<file path="src/rtl/mem_pkg.sv">
// Shared types and limits for the simple-dual-port memory family.
//   mem_collision_e : same-address read/write ordering policy
//   mem_state_e     : clear-sequencer state
//   MEM_MAX_RD_LATENCY : deepest supported read pipeline
package mem_pkg;

   typedef enum logic {
      READ_FIRST,
      WRITE_FIRST
   } mem_collision_e;

   typedef enum logic {
      MEM_INIT,
      MEM_READY
   } mem_state_e;

   localparam int unsigned MEM_MAX_RD_LATENCY = 4;

endpackage

</file>
<file path="src/rtl/mem_sdp_pipe_if.sv">
// Request/response bundle for mem_sdp_pipe.
//   i_wr_cenb/i_wr_addr/i_wr_data/i_wr_mask : write port (request active low, byte enables)
//   i_rd_cenb/i_rd_addr                     : read port (request active low)
//   o_rd_data/o_rd_valid                    : pipelined read response
//   o_ready                                 : array cleared, requests accepted
// master drives requests, slave (the memory) drives responses.
interface mem_sdp_pipe_if #(
   parameter int unsigned ADDR_WIDTH = 6,
   parameter int unsigned DATA_WIDTH = 32
);
   logic                    i_wr_cenb;
   logic [ADDR_WIDTH-1:0]   i_wr_addr;
   logic [DATA_WIDTH-1:0]   i_wr_data;
   logic [DATA_WIDTH/8-1:0] i_wr_mask;
   logic                    i_rd_cenb;
   logic [ADDR_WIDTH-1:0]   i_rd_addr;
   logic [DATA_WIDTH-1:0]   o_rd_data;
   logic                    o_rd_valid;
   logic                    o_ready;

   modport master (
      output i_wr_cenb, i_wr_addr, i_wr_data, i_wr_mask, i_rd_cenb, i_rd_addr,
      input  o_rd_data, o_rd_valid, o_ready
   );

   modport slave (
      input  i_wr_cenb, i_wr_addr, i_wr_data, i_wr_mask, i_rd_cenb, i_rd_addr,
      output o_rd_data, o_rd_valid, o_ready
   );
endinterface

</file>
<file path="src/rtl/mem_rd_pipe.sv">
// Read-response pipeline: RD_LATENCY stages of {valid,data} followed by an
// output register. The output data register only loads on a valid beat so the
// last returned word is held between strobes.
//   clk, rst_n : clock, asynchronous active-low reset (flushes all stages)
//   in_valid   : read accepted this edge
//   in_data    : array word sampled at the request edge
//   out_valid  : one-cycle strobe, RD_LATENCY edges after the request edge
//   out_data   : returned word, held when out_valid=0
module mem_rd_pipe #(
   parameter int unsigned DATA_WIDTH = 32,
   parameter int unsigned RD_LATENCY = 1
) (
   input  logic                  clk,
   input  logic                  rst_n,
   input  logic                  in_valid,
   input  logic [DATA_WIDTH-1:0] in_data,
   output logic                  out_valid,
   output logic [DATA_WIDTH-1:0] out_data
);

   logic [RD_LATENCY-1:0] vld_q;
   logic [DATA_WIDTH-1:0] dat_q [RD_LATENCY];
   logic                  out_valid_q;
   logic [DATA_WIDTH-1:0] out_data_q;

   always_ff @(posedge clk or negedge rst_n) begin
      if (!rst_n) begin
         vld_q       <= '0;
         out_valid_q <= 1'b0;
         out_data_q  <= '0;
         for (int i = 0; i < RD_LATENCY; i++) begin
            dat_q[i] <= '0;
         end
      end else begin
         vld_q[0] <= in_valid;
         dat_q[0] <= in_data;
         for (int i = 1; i < RD_LATENCY; i++) begin
            vld_q[i] <= vld_q[i-1];
            dat_q[i] <= dat_q[i-1];
         end
         out_valid_q <= vld_q[RD_LATENCY-1];
         if (vld_q[RD_LATENCY-1]) begin
            out_data_q <= dat_q[RD_LATENCY-1];
         end
      end
   end

   assign out_valid = out_valid_q;
   assign out_data  = out_data_q;

endmodule

</file>
<file path="src/rtl/mem_sdp_pipe.sv">
// Simple-dual-port behavioural memory with byte-masked writes, a pipelined
// read port and a post-reset clear sequencer.
//   clk, rst_n : clock, asynchronous active-low reset
//   bus        : mem_sdp_pipe_if slave (write port, read port, read response, o_ready)
// After reset the INIT state writes zero to one entry per cycle; requests are
// dropped until every entry is cleared, then o_ready rises and stays high.
// Out-of-range writes are ignored; out-of-range reads return zero with valid.
module mem_sdp_pipe
   import mem_pkg::*;
#(
   parameter int unsigned    NUM_ENTRIES = 64,
   parameter int unsigned    DATA_WIDTH  = 32,
   parameter int unsigned    RD_LATENCY  = 1,
   parameter mem_collision_e COLLISION   = READ_FIRST,
   parameter int unsigned    ADDR_WIDTH  = $clog2(NUM_ENTRIES)
) (
   input logic            clk,
   input logic            rst_n,
   mem_sdp_pipe_if.slave  bus
);

   localparam int unsigned           NUM_BYTES = DATA_WIDTH / 8;
   localparam logic [ADDR_WIDTH-1:0] LAST_ADDR = ADDR_WIDTH'(NUM_ENTRIES - 1);
   // One extra bit so NUM_ENTRIES itself is representable for range checks.
   localparam logic [ADDR_WIDTH:0]   NUM_ENT_W = (ADDR_WIDTH + 1)'(NUM_ENTRIES);

   if (DATA_WIDTH % 8 != 0) begin : g_bad_width
      $error("mem_sdp_pipe: DATA_WIDTH must be a multiple of 8");
   end
   if (RD_LATENCY < 1 || RD_LATENCY > MEM_MAX_RD_LATENCY) begin : g_bad_latency
      $error("mem_sdp_pipe: RD_LATENCY out of range");
   end

   mem_state_e            state_q, state_d;
   logic [ADDR_WIDTH-1:0] cnt_q, cnt_d;
   logic [DATA_WIDTH-1:0] mem_q [NUM_ENTRIES];

   logic                  ready;
   logic                  wr_en;
   logic                  rd_en;
   logic                  rd_in_range;
   logic                  collide;
   logic [DATA_WIDTH-1:0] rd_old;
   logic [DATA_WIDTH-1:0] merged;
   logic [DATA_WIDTH-1:0] rd_word;

   // Clear sequencer.
   always_ff @(posedge clk or negedge rst_n) begin
      if (!rst_n) begin
         state_q <= MEM_INIT;
         cnt_q   <= '0;
      end else begin
         state_q <= state_d;
         cnt_q   <= cnt_d;
      end
   end

   always_comb begin
      state_d = state_q;
      cnt_d   = cnt_q;
      unique case (state_q)
         MEM_INIT: begin
            cnt_d = cnt_q + 1'b1;
            if (cnt_q == LAST_ADDR) begin
               state_d = MEM_READY;
               cnt_d   = '0;
            end
         end
         MEM_READY: begin
            state_d = MEM_READY;
         end
         default: begin
            state_d = MEM_INIT;
            cnt_d   = '0;
         end
      endcase
   end

   assign ready       = (state_q == MEM_READY);
   assign wr_en       = ready && !bus.i_wr_cenb && ({1'b0, bus.i_wr_addr} < NUM_ENT_W);
   assign rd_en       = ready && !bus.i_rd_cenb;
   assign rd_in_range = {1'b0, bus.i_rd_addr} < NUM_ENT_W;

   // Array: no reset, the clear sequencer owns initialisation.
   always_ff @(posedge clk) begin
      if (state_q == MEM_INIT) begin
         mem_q[cnt_q] <= '0;
      end else if (wr_en) begin
         for (int b = 0; b < NUM_BYTES; b++) begin
            if (bus.i_wr_mask[b]) begin
               mem_q[bus.i_wr_addr][8*b +: 8] <= bus.i_wr_data[8*b +: 8];
            end
         end
      end
   end

   assign rd_old  = rd_in_range ? mem_q[bus.i_rd_addr] : '0;
   // wr_en already implies the write address is in range, so a match does too.
   assign collide = wr_en && (bus.i_rd_addr == bus.i_wr_addr);

   always_comb begin
      merged = rd_old;
      for (int b = 0; b < NUM_BYTES; b++) begin
         if (bus.i_wr_mask[b]) begin
            merged[8*b +: 8] = bus.i_wr_data[8*b +: 8];
         end
      end
   end

   assign rd_word = (COLLISION == WRITE_FIRST && collide) ? merged : rd_old;

   mem_rd_pipe #(
      .DATA_WIDTH (DATA_WIDTH),
      .RD_LATENCY (RD_LATENCY)
   ) u_rd_pipe (
      .clk       (clk),
      .rst_n     (rst_n),
      .in_valid  (rd_en),
      .in_data   (rd_word),
      .out_valid (bus.o_rd_valid),
      .out_data  (bus.o_rd_data)
   );

   assign bus.o_ready = ready;

endmodule

</file>
<file path="src/flat_wrapper.sv">
// flat-port wrapper written by rule: the top's interface ports become plain ports
module mem_sdp_pipe_flat import mem_pkg::*;
#(
   parameter int unsigned    NUM_ENTRIES = 64,
   parameter int unsigned    DATA_WIDTH  = 32,
   parameter int unsigned    RD_LATENCY  = 1,
   parameter mem_collision_e COLLISION   = READ_FIRST,
   parameter int unsigned    ADDR_WIDTH  = $clog2(NUM_ENTRIES)
)
  (clk, rst_n, bus_i_wr_cenb, bus_i_wr_addr, bus_i_wr_data, bus_i_wr_mask, bus_i_rd_cenb, bus_i_rd_addr, bus_o_rd_data, bus_o_rd_valid, bus_o_ready);
  mem_sdp_pipe_if #(.ADDR_WIDTH(ADDR_WIDTH), .DATA_WIDTH(DATA_WIDTH)) bus_i ();
  input logic clk;
  input logic rst_n;
  input wire logic [$bits(bus_i.i_wr_cenb)-1:0] bus_i_wr_cenb;
  input wire logic [$bits(bus_i.i_wr_addr)-1:0] bus_i_wr_addr;
  input wire logic [$bits(bus_i.i_wr_data)-1:0] bus_i_wr_data;
  input wire logic [$bits(bus_i.i_wr_mask)-1:0] bus_i_wr_mask;
  input wire logic [$bits(bus_i.i_rd_cenb)-1:0] bus_i_rd_cenb;
  input wire logic [$bits(bus_i.i_rd_addr)-1:0] bus_i_rd_addr;
  output wire logic [$bits(bus_i.o_rd_data)-1:0] bus_o_rd_data;
  output wire logic [$bits(bus_i.o_rd_valid)-1:0] bus_o_rd_valid;
  output wire logic [$bits(bus_i.o_ready)-1:0] bus_o_ready;
  assign bus_i.i_wr_cenb = bus_i_wr_cenb;
  assign bus_i.i_wr_addr = bus_i_wr_addr;
  assign bus_i.i_wr_data = bus_i_wr_data;
  assign bus_i.i_wr_mask = bus_i_wr_mask;
  assign bus_i.i_rd_cenb = bus_i_rd_cenb;
  assign bus_i.i_rd_addr = bus_i_rd_addr;
  assign bus_o_rd_data = bus_i.o_rd_data;
  assign bus_o_rd_valid = bus_i.o_rd_valid;
  assign bus_o_ready = bus_i.o_ready;
  mem_sdp_pipe #(.NUM_ENTRIES(NUM_ENTRIES), .DATA_WIDTH(DATA_WIDTH), .RD_LATENCY(RD_LATENCY), .COLLISION(COLLISION), .ADDR_WIDTH(ADDR_WIDTH)) u_core (.clk(clk), .rst_n(rst_n), .bus(bus_i));
endmodule
</file>
<file path="config.mk">
export PLATFORM = sky130hd
export DESIGN_NAME = mem_sdp_pipe_flat
export DESIGN_NICKNAME = d
export VERILOG_FILES = /design/src/rtl/mem_pkg.sv /design/src/rtl/mem_sdp_pipe_if.sv /design/src/rtl/mem_rd_pipe.sv /design/src/rtl/mem_sdp_pipe.sv /design/src/flat_wrapper.sv
export SDC_FILE = /design/constraint.sdc
export NUM_CORES = 2
export LEC_CHECK = 0
export BUFFER_PORTS_ARGS = -buffer_cell sky130_fd_sc_hd__buf_2
export CAP_MARGIN = 20
export CORE_AREA = 3 3 433 435
export DETAILED_ROUTE_END_ITERATION = 12
export DIE_AREA = 0 0 436 438
export HOLD_SLACK_MARGIN = 0.03
export PLACE_DENSITY = 0.63
export SYNTH_ARGS = -nofsm -noshare
export SYNTH_HDL_FRONTEND = slang
export SYNTH_HIERARCHICAL = 1
export SYNTH_SLANG_ARGS = --single-unit
</file>
<file path="constraint.sdc">
create_clock -name clk -period 5.4 [get_ports clk]
set_input_delay 0.27 -clock clk [delete_from_list [all_inputs] [get_ports clk]]
set_output_delay 0.27 -clock clk [all_outputs]
set_load 0.005 [all_outputs]
</file>
==> impl_metrics.json <==
{
  "synth_cell_types": 52,
  "synth_top_cell_area_share_pct": 74.59,
  "ys_ff_latch": 2121,
  "finalHoldViolCount": 0,
  "io_buffers": 85,
  "synth_xor_area_share_pct": 0.02125,
  "status": "complete, no violations",
  "hpwl_um": 124900,
  "clock_latency_ns": 0.84,
  "critPathCaptureType": "flip-flop",
  "crit_chain": "nor3b_2 -> buf_4 -> mux2i_1 -> nand2_1 -> nor2_1",
  "clockBufferDepth": 3,
  "nNetsFinal": 3983,
  "synth_compound_area_share_pct": 2.041,
  "syn_area_mm2": 0.08245,
  "cts.clk_slew.worst_paths_ns": 0.06,
  "ys_warn_count": 6,
  "cts.sinks": 2121,
  "antenna_found_initial": 14,
  "yosys.area_share.adder_pct": 0.01518,
  "initial_utilization_pct": 44.94,
  "finalSetupTns_ns": 0,
  "max-vdd-ir-drop_mv": 0.3915,
  "avgSynthCellArea_um2": 21.75,
  "max_freq_ghz": 0.2657,
  "syn2layout_area_growth_pct": 12.13,
  "grt_pass1_wl_um": 301400,
  "synth_nets": 3844,
  "worstPathArrival_ns": 4.22,
  "cts_buffers": 205,
  "synth_edf_count": 2048,
  "dp_cells": 6183,
  "synth_top_area_cell": "edfxtp_1",
  "slew_viol_final": 0,
  "max_slew.worst_pin.slew_ns": 1.207,
  "power_leakage_nw": 24.17,
  "synth_cells": 3791,
  "async_flop_share_pct": 3.442,
  "synth.area.mux_share_pct": 17.31,
  "wl_per_cell_um": 31.90,
  "first_pass_iters": 5,
  "cap_violations": 0,
  "overflow": 0,
  "startpoint_type": "flip-flop",
  "rsz0062_at_grt": "false",
  "vias": 39502,
  "drc": 0,
  "post_cts_buffers": 0,
  "post-route-period-util_pct": 69.69,
  "fp-row-count": 157,
  "cts_tree": "built",
  "synthTopCellsByArea": "edfxtp_1, mux4_2, mux2i_1",
  "fin_util_pct": 50.39,
  "fin_crit_ns": 3.763,
  "yosysMostFrequentCell": "edfxtp_1",
  "drt_wl_total_um": 209900,
  "drive_gt1_share_pct": 26.53,
  "criticalPathCategory": "reg2reg",
  "drt_iter0_drc": 4622,
  "htreeDepth": 4,
  "synth-simple-area-share_pct": 2.288,
  "power_density_mw_per_mm2": 357.9,
  "ant_nets": 0,
  "grt_pass1_vias": 39672,
  "relSlewSlack_pct": 19.53,
  "fp.dieH_um": 438,
  "hold_class": "in2reg",
  "crit_fanout": 30,
  "fin_skew_ns": 0.02847,
  "place.gp.congestion": 0.8059,
  "dieArea_mm2": 0.1910,
  "globalRouteTotalUtil_pct": 22.03,
  "setup_viol": 0,
  "synth_common_cells": "edfxtp_1, mux4_2, nor2_1, mux2i_1, buf_2",
  "crit_family": "simple AND/OR/NAND/NOR gates",
  "via_per_inst": 6.004,
  "io_pins": 86,
  "synth_ff_type": "edfxtp_1",
  "synth_top_family_by_area": "multiplexers",
  "coreArea_mm2": 0.1835,
  "fillers": 14389,
  "cts_root_buf": "clkbuf_16",
  "path_buf_inv": 1,
  "cts_resized": 0,
  "die_w_um": 436,
  "cp.required_ns": 5.85,
  "slowest_stage": "mux2i_1",
  "stdcell_count": 6579,
  "grt_max_degree": 109,
  "cp_slowest_stage_delay_ns": 0.90,
  "ys_seq_area_share_pct": 76.81
}
==> area by class of cell <==
class,instances,area (um2),area share (%)
well taps,2464,3083,3.335
repair buffers,152,1105,1.195
inverters,5,18.77,0.02030
multi-input cells,1445,18000,19.47
clock buffers,247,5421,5.864
diodes,7,17.52,0.01895
flip-flops and latches,2121,63330,68.50
clock inverters,138,1476,1.597
==> layer usage <==
| metal | track usage, % | share of wire, % | vias up |
|---|---|---|---|
| li1 | - | - | 16140 |
| met1 | 30.55 | 40 | 21156 |
| met2 | 35.73 | 49 | 1863 |
| met3 | 3.533 | 7.1 | 341 |
| met4 | 7.800 | 3.5 | 2 |
| met5 | 0 | 0.0062 | - |
==> path summary, 6_finish.rpt <==
| kind | cells after the start | end | from | slack, ns |
|---|---|---|---|---|
| max in group asynchronous | 4 | u_core/u_rd_pipe/vld_q | rst_n | 3.91 |
| worst min register to register | 1 | u_core/u_rd_pipe/out_data[14] | u_core/u_rd_pipe/dat_q[14] | 0.48 |
| worst min-delay path | 3 | u_core/u_rd_pipe/vld_q | bus_i_rd_cenb | 0.13 |
| worst max-delay path | 5 | u_core/mem_q[39][25] | u_core/bus.o_ready | 1.64 |
| min in group asynchronous | 3 | u_core/u_rd_pipe/dat_q[11] | rst_n | 0.48 |
| worst max register to register | 5 | u_core/mem_q[39][25] | u_core/bus.o_ready | 1.64 |
==> state kept, by name, summed over array words and instances (netlist names) <==
| signal | flops |
|---|---|
| u_core/u_rd_pipe/vld_q | 1 |
| u_core/bus.o_ready | 1 |
| u_core/u_rd_pipe/out_valid | 1 |
| u_core/u_rd_pipe/dat_q | 32 |
| u_core/cnt_q | 6 |
| u_core/mem_q | 2048 |
| u_core/u_rd_pipe/out_data | 32 |
==> kinds of logic (layout without fill, tap and decap cells) <==
group | Yosys count | count (layout)
other | 0 | 7
adder cells (fa/ha/maj) | 1 | 1
XOR/XNOR | 2 | 2
AND/OR/NAND/NOR | 437 | 437
AO/OA/AOI/OAI | 230 | 230
buffers and inverters | 225 | 542
multiplexers | 775 | 775
flip-flops | 2121 | 2121
==> tightest hold or removal path, cell delays in order <==
cell	delay (ns)
dlygate4sd3_1	0.53
buf_2	0.10
nor2b_1	0.03
==> per-stage QoR <==
step | hold slack (ns) | setup slack (ns) | instance area (um2) | power [W]
2_1_floorplan | -0.02559 | 2.698 | 82450 | 0.01864
3_3_place_gp | 0.3767 | 1.564 | 85470 | 0.01888
3_5_place_dp | 0.3803 | 1.613 | 85480 | 0.01889
4_1_cts | 0.06325 | 1.676 | 92430 | 0.03337
5_1_grt | 0.1052 | 1.550 | 92440 | 0.03408
6_report | 0.1323 | 1.637 | 92450 | 0.03309
==> cell usage in the layout (no fill, tap or decap), types with 32 or more instances in the layout <==
cell type / instances
nand2_1: 68
a22oi_1: 39
and2_4: 32
dfrtp_1: 72
buf_4: 52
mux4_2: 505
edfxtp_1: 2048
clkinv_1: 40
clkbuf_1: 32
mux2i_1: 202
a21oi_1: 32
buf_2: 80
nor2_1: 270
clkbuf_16: 208
mux2_2: 38
clkinv_2: 45
==> power by group <==
group / total [W] / internal [W] / switching [W]
logic: 0.000746 / 0.000276 / 0.000471
clock network: 0.0146 / 0.00846 / 0.00610
registers: 0.0178 / 0.0178 / 0.0000108
total: 0.0331 / 0.0265 / 0.00658
==> repair_timing <==
item                                    4_1_cts  5_1_grt
endpoints found under the setup margin        0        0
endpoints found under the hold margin        39        0
hold buffers                                  4        0
Note: power is estimated with default switching activity, not from simulation.
